**config.mk**
```make
export PLATFORM = sky130hd
export DESIGN_NAME = mips_instr_encoder
export DESIGN_NICKNAME = d
export VERILOG_FILES = /design/src/rtl/mips_instr_encoder.sv
export SDC_FILE = /design/constraint.sdc
export NUM_CORES = 1
export LEC_CHECK = 0
export ABC_AREA = 1
export BUFFER_PORTS_ARGS = -buffer_cell sky130_fd_sc_hd__buf_4
export CORE_AREA = 4 4 88 81
export DETAILED_ROUTE_END_ITERATION = 6
export DIE_AREA = 0 0 92 85
export PLACE_DENSITY = 0.74
export SLEW_MARGIN = 20
export SYNTH_ARGS = -nofsm -noshare
export SYNTH_HDL_FRONTEND = slang
export SYNTH_SLANG_ARGS = --single-unit
```
**constraint.sdc**
```tcl
create_clock -name clk -period 1.5 [get_ports clk]
set_clock_uncertainty 0.2 [all_clocks]
set_input_delay 0.15 -clock clk [delete_from_list [all_inputs] [get_ports clk]]
set_output_delay 0.15 -clock clk [all_outputs]
set_load 0.005 [all_outputs]
```
**src/rtl/mips_instr_encoder.sv**
```systemverilog
// Program loader: field-level instruction descriptions -> MIPS words into imem.
// Define ENC_ORI_BNE_EN to encode class 6 as ORI and class 7 as BNE.
module mips_instr_encoder #(
  parameter int ADDR_W    = 6,
  parameter int BASE_ADDR = 0
) (
  input  logic              clk,
  input  logic              reset,
  input  logic              load_start,
  input  logic              load_end,
  input  logic              in_valid,
  output logic              in_ready,
  input  logic [2:0]        in_class,
  input  logic [2:0]        in_func,
  input  logic [4:0]        in_rs,
  input  logic [4:0]        in_rt,
  input  logic [4:0]        in_rd,
  input  logic [15:0]       in_imm,
  input  logic [25:0]       in_target,
  output logic              imem_we,
  output logic [ADDR_W-1:0] imem_addr,
  output logic [31:0]       imem_wd,
  output logic              loaded,
  output logic              full,
  output logic [ADDR_W:0]   word_count,
  output logic              err_illegal
);

  localparam int DEPTH = 1 << ADDR_W;
  localparam logic [ADDR_W-1:0] BASE = ADDR_W'(BASE_ADDR);

  typedef enum logic [1:0] {
    IDLE = 2'd0,
    LOAD = 2'd1,
    DONE = 2'd2
  } state_t;

  state_t state, next_state;

  logic [ADDR_W-1:0] ptr;
  logic              close_pending;
  logic              xfer;
  logic              legal;
  logic              last;
  logic [31:0]       word;
  logic [5:0]        funct;
  logic [ADDR_W+1:0] fill;

  assign in_ready  = (state == LOAD) && !full && !close_pending && !load_start;
  assign xfer      = in_valid && in_ready;
  assign imem_addr = ptr;
  assign loaded    = (state == DONE);

  // count includes a write still in flight this cycle
  assign fill = {1'b0, word_count} + (ADDR_W+2)'(imem_we) + (ADDR_W+2)'(1);
  assign last = (fill == (ADDR_W+2)'(DEPTH));

  always_comb begin
    funct = 6'h00;
    legal = 1'b1;
    case (in_func)
      3'd0:    funct = 6'h20;
      3'd1:    funct = 6'h22;
      3'd2:    funct = 6'h24;
      3'd3:    funct = 6'h25;
      3'd4:    funct = 6'h2a;
      default: legal = 1'b0;
    endcase
    word = 32'h0;
    case (in_class)
      3'd0: word = {6'b000000, in_rs, in_rt, in_rd, 5'b0, funct};
      3'd1: word = {6'b100011, in_rs, in_rt, in_imm};
      3'd2: word = {6'b101011, in_rs, in_rt, in_imm};
      3'd3: word = {6'b000100, in_rs, in_rt, in_imm};
      3'd4: word = {6'b001000, in_rs, in_rt, in_imm};
      3'd5: word = {6'b000010, in_target};
`ifdef ENC_ORI_BNE_EN
      3'd6: word = {6'b001101, in_rs, in_rt, in_imm};
      3'd7: word = {6'b000101, in_rs, in_rt, in_imm};
`else
      default: legal = 1'b0;
`endif
    endcase
    // func only matters for RTYPE
    if (in_class != 3'd0 && in_class <= 3'd5) legal = 1'b1;
`ifdef ENC_ORI_BNE_EN
    if (in_class != 3'd0) legal = 1'b1;
`endif
  end

  always_comb begin
    next_state = state;
    case (state)
      IDLE: if (load_start) next_state = LOAD;
      LOAD: begin
        if (load_start)
          next_state = LOAD;
        else if (close_pending || (load_end && !xfer))
          next_state = DONE;
      end
      DONE: if (load_start) next_state = LOAD;
      default: next_state = IDLE;
    endcase
  end

  always_ff @(posedge clk or posedge reset) begin
    if (reset) begin
      state <= IDLE;
    end else begin
      state <= next_state;
    end
  end

  always_ff @(posedge clk or posedge reset) begin
    if (reset) begin
      imem_we       <= 1'b0;
      imem_wd       <= 32'h0;
      err_illegal   <= 1'b0;
      ptr           <= BASE;
      word_count    <= '0;
      full          <= 1'b0;
      close_pending <= 1'b0;
    end else begin
      imem_we     <= xfer && legal;
      err_illegal <= xfer && !legal;
      if (xfer && legal) imem_wd <= word;
      if (load_start) begin
        ptr           <= BASE;
        word_count    <= '0;
        full          <= 1'b0;
        close_pending <= 1'b0;
      end else begin
        if (imem_we) begin
          ptr        <= ptr + 1'b1;
          word_count <= word_count + 1'b1;
        end
        if (xfer && legal && last) full <= 1'b1;
        close_pending <= xfer && (load_end || (legal && last));
      end
    end
  end

endmodule

```
# Word level (Yosys, flattened, before mapping)
# Cells that the tools add are included.
# totals
regBits	51
latchBits	0
ram_bits	0
romBits	0
inputBits	68
out_inout_bits	50
wordCells	71
mem_count	0
# op_classes
add_sub_neg	4
n_mul	0
div	0
n_lt_le_gt_ge	1
eq_ne	14
n_shift	0
mux	16
bitwise_logic	0
n_reduce_logical	28
# ops
operator	count
case mux 32 bit (6 select lines)	1
case mux 6 bit (5 select lines)	1
2-to-1 mux 7 bit	2
equality test 3 x 2 -> 1 bit (second input constant)	4
2-to-1 mux 6 bit	2
logical AND 1 bit	11
equality test 3 bit (second input constant)	3
adder 7 x 1 -> 8 bit	1
adder 8 x 1 -> 8 bit (second input constant)	1
equality test 8 x 7 -> 1 bit (second input constant)	1
adder 7 x 1 -> 7 bit (second input constant)	1
adder 6 x 1 -> 6 bit (second input constant)	1
equality test 3 x 1 -> 1 bit (second input constant)	2
zero test 3 bit	2
2-to-1 mux 1 bit	6
2-to-1 mux 2 bit	3
OR reduction 6 bit	1
zero test 1 bit	5
OR reduction 5 bit	1
case mux 2 bit (2 select lines)	1
nonzero test 2 bit	2
less-or-equal comparator 3 bit (second input constant)	1
!= test 3 x 2 -> 1 bit (second input constant)	1
nonzero test 3 bit	1
7 further kinds	8

# Depth between registers and ports, before layout
# depth
depth_word	11
ltp_mapped	11
mapped_depth_nobuf	11

# Least setup slack after synthesis
# No wires, ideal clock.
# synth_path
path_type	register -> register
startpoint	register imem_we
endpoint	register full
setup_ns	0.071
t_arrival_ns	1.419
required_time_ns	1.229
slack_ns	-0.190
stages_incl_launch_ff	12
synth_period_minus_slack_ns	1.690
cell_sequence	dfrtp_1 -> inv_1 -> ha_1 -> inv_1 -> ha_1 -> inv_1 -> nand2_1 -> nor2_1 -> nand3_1 -> nor2_1 -> nor2_1 -> nor2_1
# synth_between
elab_chain_cells	5
# synth_lines
item	line_no	rtl
start: declaration	20	output logic imem_we,
start signal: assignment	124	imem_we <= xfer && legal;
adder 7 x 1 -> 8 bit	55	assign fill = {1'b0, word_count} + (ADDR_W+2)'(imem_we) + (ADDR_W+2)'(1);
adder 8 x 1 -> 8 bit	55	
equality test 8 x 7 -> 1 bit	56	assign last = (fill == (ADDR_W+2)'(DEPTH));
logical AND 1 bit	137	if (xfer && legal && last) full <= 1'b1;
nonzero test 2 bit (no source line)	n/a	
end signal: assignment	121	full <= 1'b0;
end signal: assignment	130	full <= 1'b0;
end signal: assignment	137	
end: declaration	24	output logic full,
# Every way passes these cells.
# A chain may end at the register's enable or synchronous reset.

# Worst setup path in the final report
# layout_path
startpoint	register imem_we
endpoint	register word_count[6]
# layout_between
elab_chain_cells	1
# layout_lines
item	line_no	rtl
nonzero test 2 bit (no source line)	n/a	
end signal: assignment	135	word_count <= word_count + 1'b1;
end: declaration	25	output logic [ADDR_W:0] word_count,
# Every way passes these cells.

==> impl_table.tex <==
\begin{tabular}{lr}
\hline
Metric & Value \\
\hline
\multicolumn{2}{l}{\textbf{STA}} \\
\quad Final number of max-transition violations & 0 \\
\quad Final setup violation count & 43 \\
\quad Final Hold Slack & -0.1617 ns \\
\quad Final Hold Violating Endpoints & 2 \\
\quad Max Fclk & 0.6149 GHz \\
\quad Final Critical Period & 1.626 ns \\
\quad Share of the clock period used by the worst path after layout & 108.4\% \\
\quad Worst setup slack after layout & -0.1262 ns \\
\quad RSZ-0062 raised after global routing & true \\
\multicolumn{2}{l}{\textbf{Worst setup path}} \\
\quad Worst-case register-to-register setup slack & -0.13 ns \\
\quad Ordered list of cells on the worst path & inv\_2 > buf\_4 > buf\_6 > nand2\_8 > nand2\_2 > nor2\_4 > inv\_2 > nor3\_2 > nor3\_1 \\
\quad Worst setup startpoint & imem\_we \\
\quad Startpoint of the worst-slack reg-to-reg timing path & imem\_we \\
\quad Peak fanout along the critical path & 3 \\
\quad Capturing point of the worst reg2reg path & word\_count[6] \\
\quad Data arrival time of the critical path & 1.61 ns \\
\quad Number of cells on the worst reg-to-reg path & 9 \\
\quad Crit path largest cell delay & 0.38 ns \\
\quad Sort of element at the start of the critical path & register \\
\quad Category of the critical setup timing path & register to register \\
\quad Crit-path slowest cell & sky130\_fd\_sc\_hd\_\_dfrtp\_1 \\
\quad Endpoint class of the critical path & register \\
\quad Worst EP required & 1.49 ns \\
\quad Top cell by count, worst path & sky130\_fd\_sc\_hd\_\_inv\_2 \\
\multicolumn{2}{l}{\textbf{Drt}} \\
\quad First-iteration detailed-routing DRC count & 113 \\
\quad Drt wl/cell & 16.38 µm \\
\quad DR WL met2 & 5.252 mm \\
\quad Number of detailed-route iterations in the first pass & 5 \\
\quad Detailed-routed wire length on met3 & 677 µm \\
\quad DRC Markers & 0 \\
\quad Post-Route M1 WL & 3.842 mm \\
\quad Highest Signal Layer & met4 \\
\quad Vias per cell & 5.015 \\
\quad Total number of vias & 3099 \\
\quad Count of nets left with antenna violations after detail routing & 0 \\
\quad DRT Wirelength & 10.12 mm \\
\multicolumn{2}{l}{\textbf{Final layout}} \\
\quad Ratio of cells with drive above 1 in the final layout & 46.04\% \\
\quad Signed area change from the synthesized netlist to the final layout & 88.03\% \\
\quad Design area & 4912 µm² \\
\quad Number of fill cells & 388 \\
\quad Nets & 602 \\
\quad Utilization after layout & 79.89\% \\
\multicolumn{2}{l}{\textbf{Min path}} \\
\quad Hold Crit Start & load\_start \\
\quad Hold EP & full \\
\quad Worst min-delay path category & input pin to register \\
\quad Instance count along the most critical hold path & 2 \\
\multicolumn{2}{l}{\textbf{Pwr}} \\
\quad Maximum vdd ir drop & 685.3 µV \\
\quad Power Density & 1016 nW/µm² \\
\quad Leak pwr & 2.346 nW \\
\quad Power consumption & 4.992 mW \\
\multicolumn{2}{l}{\textbf{Floorplan}} \\
\quad Height of the die & 85 µm \\
\quad \# rows & 27 \\
\quad Full die area & 7820 µm² \\
\quad Number of placed I/O pins & 118 \\
\quad Die X & 92 µm \\
\quad Initial standard-cell utilization of the core & 42.49\% \\
\quad Area of the placeable core & 6148 µm² \\
\multicolumn{2}{l}{\textbf{Clocking}} \\
\quad H-Tree Level Count & 2 \\
\quad Number of hold buffers added after cts & 51 \\
\quad Clock Latency Late Sink & 0.29 ns \\
\quad Bufs on Longest Clock Path & 2 \\
\quad Post-CTS clock slew at the launch and capture registers of the worst setup and hold paths & 0.09 ns \\
\quad Clock buffer count from CTS & 5 \\
\quad TritonCTS clock tree & done \\
\quad Buffer type at the clock tree root & sky130\_fd\_sc\_hd\_\_clkbuf\_8 \\
\quad Clock sink total & 49 \\
\multicolumn{2}{l}{\textbf{Outcome}} \\
\quad Outcome & finished, violations left \\
\quad Failing checks & hold timing, setup timing \\
\multicolumn{2}{l}{\textbf{Placement}} \\
\quad Placement Cell Area & 3770 µm² \\
\quad Final HPWL DP & 5.514 mm \\
\quad Post-place setup slack & -0.1545 ns \\
\quad Port Buffers & 116 \\
\quad Routability cong. & 0.7678 \\
\multicolumn{2}{l}{\textbf{Logic synthesis}} \\
\quad Synthesized area & 2613 µm² \\
\quad Share of synthesized area occupied by flip-flops and latches & 46.93\% \\
\quad Total number of yosys warnings & 0 \\
\quad Library cells used by synthesis & 32 \\
\quad Synthesized netlist cell count & 321 \\
\quad Net Count, Synth & 393 \\
\quad Avg Synthesized Cell Area & 8.139 µm² \\
\quad Synthesized flop and latch total & 49 \\
\multicolumn{2}{l}{\textbf{Global route}} \\
\quad Sum of overflow across all layers after global routing & 0 \\
\quad First-pass GRT wire length & 14.81 mm \\
\quad Global-route usage over all layers & 23.75\% \\
\quad Via count of the first global-routing pass & 3124 \\
\quad Antenna violations before repair & 1 \\
\quad Maximum number of pins on one net before global-route repair & 50 \\
\multicolumn{2}{l}{\textbf{Run}} \\
\quad Maximum capacitance violations & 0 \\
\hline
\end{tabular}
==> metal layers <==
layer	global-route usage [%]	vias up
met5	0	-
met4	8.502	0
met3	6.738	28
met2	42.51	123
met1	27.05	1469
li1	-	1479
==> layout make-up <==
class | instances | area [µm²] | share of cell area, %
Tap cell | 87 | 108.9 | 2.216
Antenna cell | 1 | 2.502 | 0.05094
Timing Repair Buffer | 216 | 1939 | 39.48
Sequential cell | 49 | 1226 | 24.96
Clock buffer | 7 | 86.33 | 1.758
Multi-Input combinational cell | 231 | 1429 | 29.09
Inverter | 27 | 120.1 | 2.445
==> how the worst max path moves through the flow <==
stage	endpoint	depth (start not counted)
after floorplan	full	11
after global routing	full	11
final	word_count[6]	9
after global placement	full	11
after detailed placement	full	11
after CTS	full	11
==> cells in the final DEF (no fill, tap or decap), types with 8 or more instances in the layout <==
cell type | Yosys | routed
sky130_fd_sc_hd__a21oi_1 | 20 | 14
sky130_fd_sc_hd__a22oi_1 | 9 | 9
sky130_fd_sc_hd__buf_4 | 3 | 146
sky130_fd_sc_hd__buf_6 | 4 | 8
sky130_fd_sc_hd__dfrtp_1 | 49 | 49
sky130_fd_sc_hd__dlygate4sd3_1 | 0 | 51
sky130_fd_sc_hd__inv_1 | 23 | 16
sky130_fd_sc_hd__nand2_1 | 89 | 75
sky130_fd_sc_hd__nand2_2 | 3 | 11
sky130_fd_sc_hd__nand3_1 | 28 | 17
sky130_fd_sc_hd__nand3_2 | 2 | 12
sky130_fd_sc_hd__nor2_1 | 20 | 14
sky130_fd_sc_hd__o21a_1 | 10 | 10
sky130_fd_sc_hd__o21ai_0 | 19 | 16
==> Yosys cell counts (all sizes together) <==
cell type,count,area share (%)
a21boi,1,0.29
a21oi,20,3.8
a22oi,9,2.6
and3,1,0.24
buf,11,3.7
clkbuf,3,0.43
clkinv,1,0.14
conb,1,0.14
dfrtp,49,47
ha,4,1.9
inv,26,3.8
nand2,94,14
nand3,30,6.1
nor2,24,4.0
nor3,5,0.96
o21a,10,2.9
o21ai,29,6.7
o31ai,1,0.29
or2,1,0.24
or3b,1,0.34
==> state kept, by name, summed over array words and instances (netlist names) <==
| signal | count |
|---|---|
| full | 1 |
| imem_wd | 30 |
| word_count | 7 |
| imem_addr | 6 |
| close_pending | 1 |
| err_illegal | 1 |
| imem_we | 1 |
| state | 2 |
==> critical path, delay by kind of cell, from the launching register on <==
| family | cells | cell delay [ns] |
|---|---|---|
| DFF | 1 | 0.38 |
| and+or+nand+nor | 5 | 0.56 |
| buffers and inverters | 4 | 0.38 |
==> what timing repair did <==
item | 4_1_cts | 5_1_grt
endpoints found under the setup margin | 28 | 43
resized for setup | 12 | 63
pin swaps | 14 | 19
endpoints found under the hold margin | 81 | 2
setup buffers | 5 | 12
gates cloned | 2 | 4
==> metrics by stage <==
stage | TNS (ns) | hold WS, ns | std cells
after floorplan | -0.3061 | -0.01399 | 321
after global placement | -0.6039 | 0.03711 | 537
after detailed placement | -1.209 | 0.04529 | 537
after CTS | -2.929 | -0.1728 | 602
after global routing | -6.353 | -0.1848 | 618
final | -3.144 | -0.1617 | 618
==> cells by family after synthesis <==
group / Yosys count / synth area share [%]
AND/OR/NAND/NOR: 156 / 26.29
AO/OA/AOI/OAI: 70 / 16.57
flip-flops: 49 / 46.94
buffers and inverters: 41 / 8.141
adder cells (fa/ha/maj): 4 / 1.916
other: 1 / 0.1435
==> power breakdown <==
part	switching [mW]	internal (mW)	total (mW)
Clock	0.436	0.367	0.803
Sequential	0.279	1.68	1.96
Combinational	0.912	1.32	2.23
Note: power is estimated with default switching activity, not from simulation.
